===== config.mk =====
export PLATFORM = sky130hd
export DESIGN_NAME = exception_sequencer
export DESIGN_NICKNAME = d
export VERILOG_FILES = /design/src/rtl/cpu_ctrl_pkg.sv /design/src/rtl/ex_priority_enc.sv /design/src/rtl/exception_sequencer.sv
export SDC_FILE = /design/constraint.sdc
export NUM_CORES = 1
export LEC_CHECK = 0
export CELL_PAD_IN_SITES_DETAIL_PLACEMENT = 1
export CELL_PAD_IN_SITES_GLOBAL_PLACEMENT = 1
export CORE_ASPECT_RATIO = 1.2
export CORE_UTILIZATION = 21
export CTS_CLUSTER_DIAMETER = 80
export DETAILED_ROUTE_END_ITERATION = 10
export GPL_TIMING_DRIVEN = 0
export PLACE_DENSITY_LB_ADDON = 0.1
export SKIP_CTS_REPAIR_TIMING = 1
export SLEW_MARGIN = 15
export SYNTH_ARGS = -nofsm -noshare
export SYNTH_HDL_FRONTEND = slang
export SYNTH_SLANG_ARGS = --single-unit

===== constraint.sdc =====
create_clock -name CLK -period 1.9 [get_ports CLK]
set_clock_uncertainty 0.15 [all_clocks]
set_input_delay 0.38 -clock CLK [delete_from_list [all_inputs] [get_ports CLK]]
set_output_delay 0.38 -clock CLK [all_outputs]
set_load 0.01 [all_outputs]

===== src/rtl/cpu_ctrl_pkg.sv =====
// Shared control-path definitions: exception cause codes, exception FSM
// state encoding and the default location of the source-enable mask bits.
package cpu_ctrl_pkg;

   localparam int EX_INPUT      = 0;
   localparam int EX_OVFL       = 1;
   localparam int EX_ACCINV     = 2;
   localparam int EX_MISALIGN   = 3;

   localparam int MASK_BASE_DEF = 4;

   typedef enum logic [2:0] {
      IDLE   = 3'd0,
      EX_B   = 3'd1,
      EX_PC  = 3'd2,
      EX_ALU = 3'd3,
      EX_WB  = 3'd4,
      HALT   = 3'd5
   } exState_t;

endpackage


===== src/rtl/ex_priority_enc.sv =====
// Lowest-index-wins encoder: reports whether any request is set, the
// winning index and the winner as a one-hot vector.
module ex_priority_enc #(
   parameter int N = 4,
   parameter int W = 2
) (
   input  logic [N-1:0] reqVec,
   output logic         anyValid,
   output logic [W-1:0] index,
   output logic [N-1:0] oneHot
);

   // Scan from the top down so the lowest set bit is the last one written.
   always_comb begin
      anyValid = |reqVec;
      index    = '0;
      oneHot   = '0;
      for (int i = N - 1; i >= 0; i--) begin
         if (reqVec[i]) begin
            index     = W'(i);
            oneHot    = '0;
            oneHot[i] = 1'b1;
         end
      end
   end

endmodule


===== src/rtl/exception_sequencer.sv =====
// Exception/interrupt unit for the multicycle control path. Picks a cause
// from the sync faults and pending async requests, then walks the entry
// micro-sequence (save B, vector PC, handler ALU, writeback) one step per
// cycle while the main controller is held.
import cpu_ctrl_pkg::*;

module exception_sequencer #(
   parameter int               N_SRC     = 4,
   parameter int               CAUSE_W   = 2,
   parameter int               SR_W      = 16,
   parameter int               MASK_BASE = MASK_BASE_DEF,
   parameter logic [N_SRC-1:0] SYNC_MASK = 4'b1110
) (
   input  logic               CLK,
   input  logic               Reset_n,
   input  logic [N_SRC-1:0]   SrcReq,
   input  logic               FaultCheck,
   input  logic               Boundary,
   input  logic               ExReturn,
   input  logic [SR_W-1:0]    Status,
   output logic               ExActive,
   output logic               ExDismiss,
   output logic               ExDone,
   output logic [CAUSE_W-1:0] ExType,
   output logic               StepB,
   output logic               StepPC,
   output logic               StepALU,
   output logic               StepWB,
   output logic               KernelMode,
   output logic               Halted
);

   exState_t             state, stateNext;
   logic [N_SRC-1:0]     pending, enable;
   logic [N_SRC-1:0]     syncVec, asyncVec, syncOneHot, asyncOneHot;
   logic                 syncAny, asyncAny;
   logic [CAUSE_W-1:0]   syncIdx, asyncIdx;
   logic                 take, takeAsync;
   logic                 unusedStatus;

   // Only the mask field of the status register matters here; the rest
   // belongs to other units.
   assign unusedStatus = &{1'b0, Status};

   // Pull the per-source enable bits out of the status register.
   always_comb begin
      enable = '0;
      for (int i = 0; i < N_SRC; i++) enable[i] = Status[MASK_BASE + i];
   end

   // Sync faults only count while the controller is in a fault-capable
   // state; the winner is chosen before the mask so a masked low-index
   // fault is dismissed rather than letting a higher one through.
   assign syncVec  = SrcReq & SYNC_MASK & {N_SRC{FaultCheck}};
   assign asyncVec = pending & enable & ~SYNC_MASK;

   ex_priority_enc #(.N(N_SRC), .W(CAUSE_W)) uSyncEnc (
      .reqVec(syncVec), .anyValid(syncAny), .index(syncIdx), .oneHot(syncOneHot)
   );

   ex_priority_enc #(.N(N_SRC), .W(CAUSE_W)) uAsyncEnc (
      .reqVec(asyncVec), .anyValid(asyncAny), .index(asyncIdx), .oneHot(asyncOneHot)
   );

   // Next-state and take decision; sync faults pre-empt async requests, and
   // a return-from-exception defers an async take to the next boundary.
   always_comb begin
      stateNext = state;
      ExDismiss = 1'b0;
      take      = 1'b0;
      takeAsync = 1'b0;
      case (state)
         IDLE: begin
            if (syncAny) begin
               if (|(syncOneHot & enable)) begin
                  take      = 1'b1;
                  stateNext = KernelMode ? HALT : EX_B;
               end else begin
                  ExDismiss = 1'b1;
               end
            end else if (Boundary && asyncAny && !KernelMode && !ExReturn) begin
               take      = 1'b1;
               takeAsync = 1'b1;
               stateNext = EX_B;
            end
         end
         EX_B:    stateNext = EX_PC;
         EX_PC:   stateNext = EX_ALU;
         EX_ALU:  stateNext = EX_WB;
         EX_WB:   stateNext = IDLE;
         HALT:    stateNext = HALT;
         default: stateNext = IDLE;
      endcase
   end

   // Sequencer state register.
   always_ff @(posedge CLK or negedge Reset_n) begin
      if (!Reset_n) state <= IDLE;
      else          state <= stateNext;
   end

   // Async requests stay pending until they are actually taken.
   always_ff @(posedge CLK or negedge Reset_n) begin
      if (!Reset_n) pending <= '0;
      else          pending <= (pending & ~(takeAsync ? asyncOneHot : '0))
                               | (SrcReq & ~SYNC_MASK);
   end

   // Cause is captured on the take edge and held until the next take.
   always_ff @(posedge CLK or negedge Reset_n) begin
      if (!Reset_n)  ExType <= '0;
      else if (take) ExType <= syncAny ? syncIdx : asyncIdx;
   end

   // Kernel mode is entered with the sequence and left on return from IDLE.
   always_ff @(posedge CLK or negedge Reset_n) begin
      if (!Reset_n)                       KernelMode <= 1'b0;
      else if (take && stateNext == EX_B) KernelMode <= 1'b1;
      else if (state == IDLE && ExReturn) KernelMode <= 1'b0;
   end

   assign StepB    = (state == EX_B);
   assign StepPC   = (state == EX_PC);
   assign StepALU  = (state == EX_ALU);
   assign StepWB   = (state == EX_WB);
   assign ExDone   = (state == EX_WB);
   assign Halted   = (state == HALT);
   assign ExActive = (state != IDLE);

endmodule


==> run summary <==
OUTCOME
--------------------------------------------------------------------------------------
Outcome ................................................................. complete, but fails checks
Violations in the final reports ......................................... design-rule violations

RUN
--------------------------------------------------------------------------------------
Number of max-cap violations ............................................            0

YOSYS
--------------------------------------------------------------------------------------
Sequential area share after synthesis ...................................        39.9%
Biggest area consumer among synthesized cells ........................... sky130_fd_sc_hd__dfrtp_1
Mean Syn Cell Area ......................................................   9.34 sq um
Yosys reg bits ..........................................................            7
Number of cells produced by synthesis ...................................           47
Mapped cell area ........................................................    439 sq um
Synth area leaders ...................................................... sky130_fd_sc_hd__dfrtp_1 (40%), sky130_fd_sc_hd__nor3b_1 (5.1%), sky130_fd_sc_hd__o31ai_4 (4.8%)
Warnings, synthesis .....................................................            0
Number of distinct library cells after synthesis ........................           25
Mapped Nets .............................................................           72
Top-area cell type share of the netlist area ............................        39.9%

FINISH
--------------------------------------------------------------------------------------
Final Util ..............................................................        43.6%
Net count reported at finish ............................................          104
Most frequent cells in the layout ....................................... sky130_fd_sc_hd__dlymetal6s2s_1 (12), sky130_fd_sc_hd__clkdlybuf4s50_1 (9), sky130_fd_sc_hd__nor2_1 (5), sky130_fd_sc_hd__buf_4 (5)
Footprint of the multi-input gates ......................................    287 sq um
Final Instance Count excl. Fillers ......................................           97
Most common cell after layout, fill and taps aside ...................... sky130_fd_sc_hd__dlymetal6s2s_1
Final-layout fill cell count ............................................          218
Layout area overhead ....................................................        87.7%
Layout Cell Area excl Fill ..............................................    825 sq um
Seq. cell area ..........................................................    179 sq um
Count of inserted antenna diode cells ...................................            0
Share of post-route cells with drive strength above 1 ...................        35.9%

GLOBAL ROUTING
--------------------------------------------------------------------------------------
Via count of the first global-routing pass ..............................          439
Maximum number of pins on one net before global-route repair ............            8
Number of antenna violations at the first check in global routing .......            0
First-pass GRT wire length ..............................................      1920 um
Total congestion overflow ...............................................            0
All-layer global routing usage ..........................................        11.7%

CLOCKING
--------------------------------------------------------------------------------------
Number of sinks handled by clock tree synthesis .........................            7
Number of buffers between clock root and the deepest sink ...............            2
Root cell of the clock tree ............................................. sky130_fd_sc_hd__clkbuf_4
Count of H-tree levels built during CTS .................................            1
TritonCTS buffer count ..................................................            3
Clock-pin slew of the registers on the worst-case setup and hold paths ..      0.05 ns
Clock tree from TritonCTS ...............................................        built
Clock network latency to the later pin of the worst-skew pair ...........      0.25 ns

ROUTE
--------------------------------------------------------------------------------------
Post-DR vias/cell .......................................................         4.82
Post-route DRC ..........................................................            3
Highest metal used ......................................................         met3
Final WL ................................................................      1260 um
TritonRoute pass-1 iters ................................................            7
Amount of wire on met2 after detailed routing ...........................       648 um
Vias after detailed routing .............................................          468
Post-route antenna net violation count ..................................            0
DRT iter0 DRCs ..........................................................            3
Met3 routed WL ..........................................................        72 um
Detailed-route wire length per cell .....................................      12.9 um
Length of routed wiring on met1 .........................................       535 um

PLACE
--------------------------------------------------------------------------------------
Placed Instance Area ....................................................    693 sq um
Detailed-placement wirelength estimate ..................................       890 um
IO Port Bufs ............................................................           23
Count of placed standard cells including taps ...........................           89
Weighted congestion reported at the end of routability-driven placement .        0.712

TIMING
--------------------------------------------------------------------------------------
Minimum clock period ....................................................      1.85 ns
Highest clock frequency the design can meet .............................      540 MHz
Total negative slack ....................................................         0 ns
Worst slew slack as a fraction of its limit .............................        78.2%
Period utilization ......................................................        97.5%
Slew Viols, Final .......................................................            0
Number of hold-slack violations in the final timing report ..............            0
Final Hold Slack ........................................................     0.245 ns
Setup repair after global routing missed its margin .....................          yes
Worst-margin pin slew ...................................................     0.326 ns
Endpoints failing setup .................................................            0

SETUP PATH
--------------------------------------------------------------------------------------
Type of element launching the critical path ............................. primary input
Class of the most critical setup path ...................................       in2out
Crit Path Max Fanout ....................................................            2
Nature of the critical path endpoint ....................................   output pin
Critical Path RT ........................................................      1.37 ns
Data arrival time at the worst-slack endpoint ...........................      1.32 ns

MIN PATH
--------------------------------------------------------------------------------------
Worst min path class ....................................................     in2async

FLOORPLANNING
--------------------------------------------------------------------------------------
Floorplan core area ..................................................... 0.00189 sq mm
Die H ...................................................................      52.1 um
Area of the die ......................................................... 0.00228 sq mm
I/O pin count ...........................................................           36
Initial Utilization .....................................................        23.2%
Width of the die ........................................................      43.7 um
Standard-cell rows ......................................................           17

PWR
--------------------------------------------------------------------------------------
Peak VDD IR .............................................................       547 uV
Static leakage ..........................................................  0.000475 uW
Power per cell area ..................................................... 1150 mW/mm^2

[worst paths after layout]
check,cells after the start,from,to,slack (ns)
max,5,Status[5],ExDismiss,0.05
min reg2reg,1,pending[0]$_DFF_PN0_,pending[0]$_DFF_PN0_,0.37
max in group asynchronous,1,Reset_n,state[1]$_DFF_PN0_,1.09
min,1,Reset_n,ExType[1]$_DFFE_PN0P_,0.24
max reg2reg,5,state[0]$_DFF_PN0_,ExType[1]$_DFFE_PN0P_,0.25
min in group CLK,1,pending[0]$_DFF_PN0_,pending[0]$_DFF_PN0_,0.37
[power by group]
part / switching, uW / total (uW) / internal, uW
clock: 54.1 / 134 / 80.1
combinational: 227 / 541 / 314
sequential: 65.2 / 275 / 210
[critical path, cell delays in order]
cell and delay [ns]:
sky130_fd_sc_hd__clkdlybuf4s50_1 0.47, sky130_fd_sc_hd__nor2b_2 0.05, sky130_fd_sc_hd__a211oi_2 0.21, sky130_fd_sc_hd__nor3_2 0.07, sky130_fd_sc_hd__buf_2 0.14
[cells by family after synthesis]
group,Yosys count,synth area share [%]
multiplexers,2,5.70
AND/OR/NAND/NOR,24,30.2
buffers and inverters,5,5.13
flip-flops,7,39.9
AO/OA/AOI/OAI,9,19.1
[synth_stat cells (all sizes together)]
master and instances:
a211oi 1, a21o 1, a21oi 1, a311o 1, and3b 1, buf 1
dfrtp 7, inv 4, mux2 1, mux2i 1, nand2 4, nand3 2
nand3b 1, nor2 5, nor2b 3, nor3 4, nor3b 3, o21ai 2
o221ai 1, o31ai 2, or2 1
[metal layers]
layer / GRT usage [%] / up-vias
li1: - / 229
met1: 15.2 / 220
met2: 17.4 / 19
met3: 5.21 / 0
met4: 3.13 / 0
met5: 0 / -
[through the flow]
| step | power [uW] | setup slack, ns |
|---|---|---|
| final | 951 | 0.0467 |
| after floorplan | 475 | 0.226 |
| after detailed placement | 712 | -0.665 |
| after global routing | 1030 | -0.0275 |
| after global placement | 710 | -0.659 |
| after CTS | 855 | -0.659 |
[flip-flops by register name (all words and copies together) (netlist names)]
signal,count
state,3
ExType,2
KernelMode,1
pending,1
[layout make-up]
| type | instances | share of cell area (%) |
|---|---|---|
| multi-input combinational | 35 | 34.7 |
| timing repair buffer | 27 | 34.7 |
| sequential | 7 | 21.7 |
| clock buffer | 4 | 3.19 |
| tap | 19 | 2.88 |
| inverter | 4 | 1.82 |
| buffer | 1 | 0.910 |
Power figures use the tool's default switching activity.
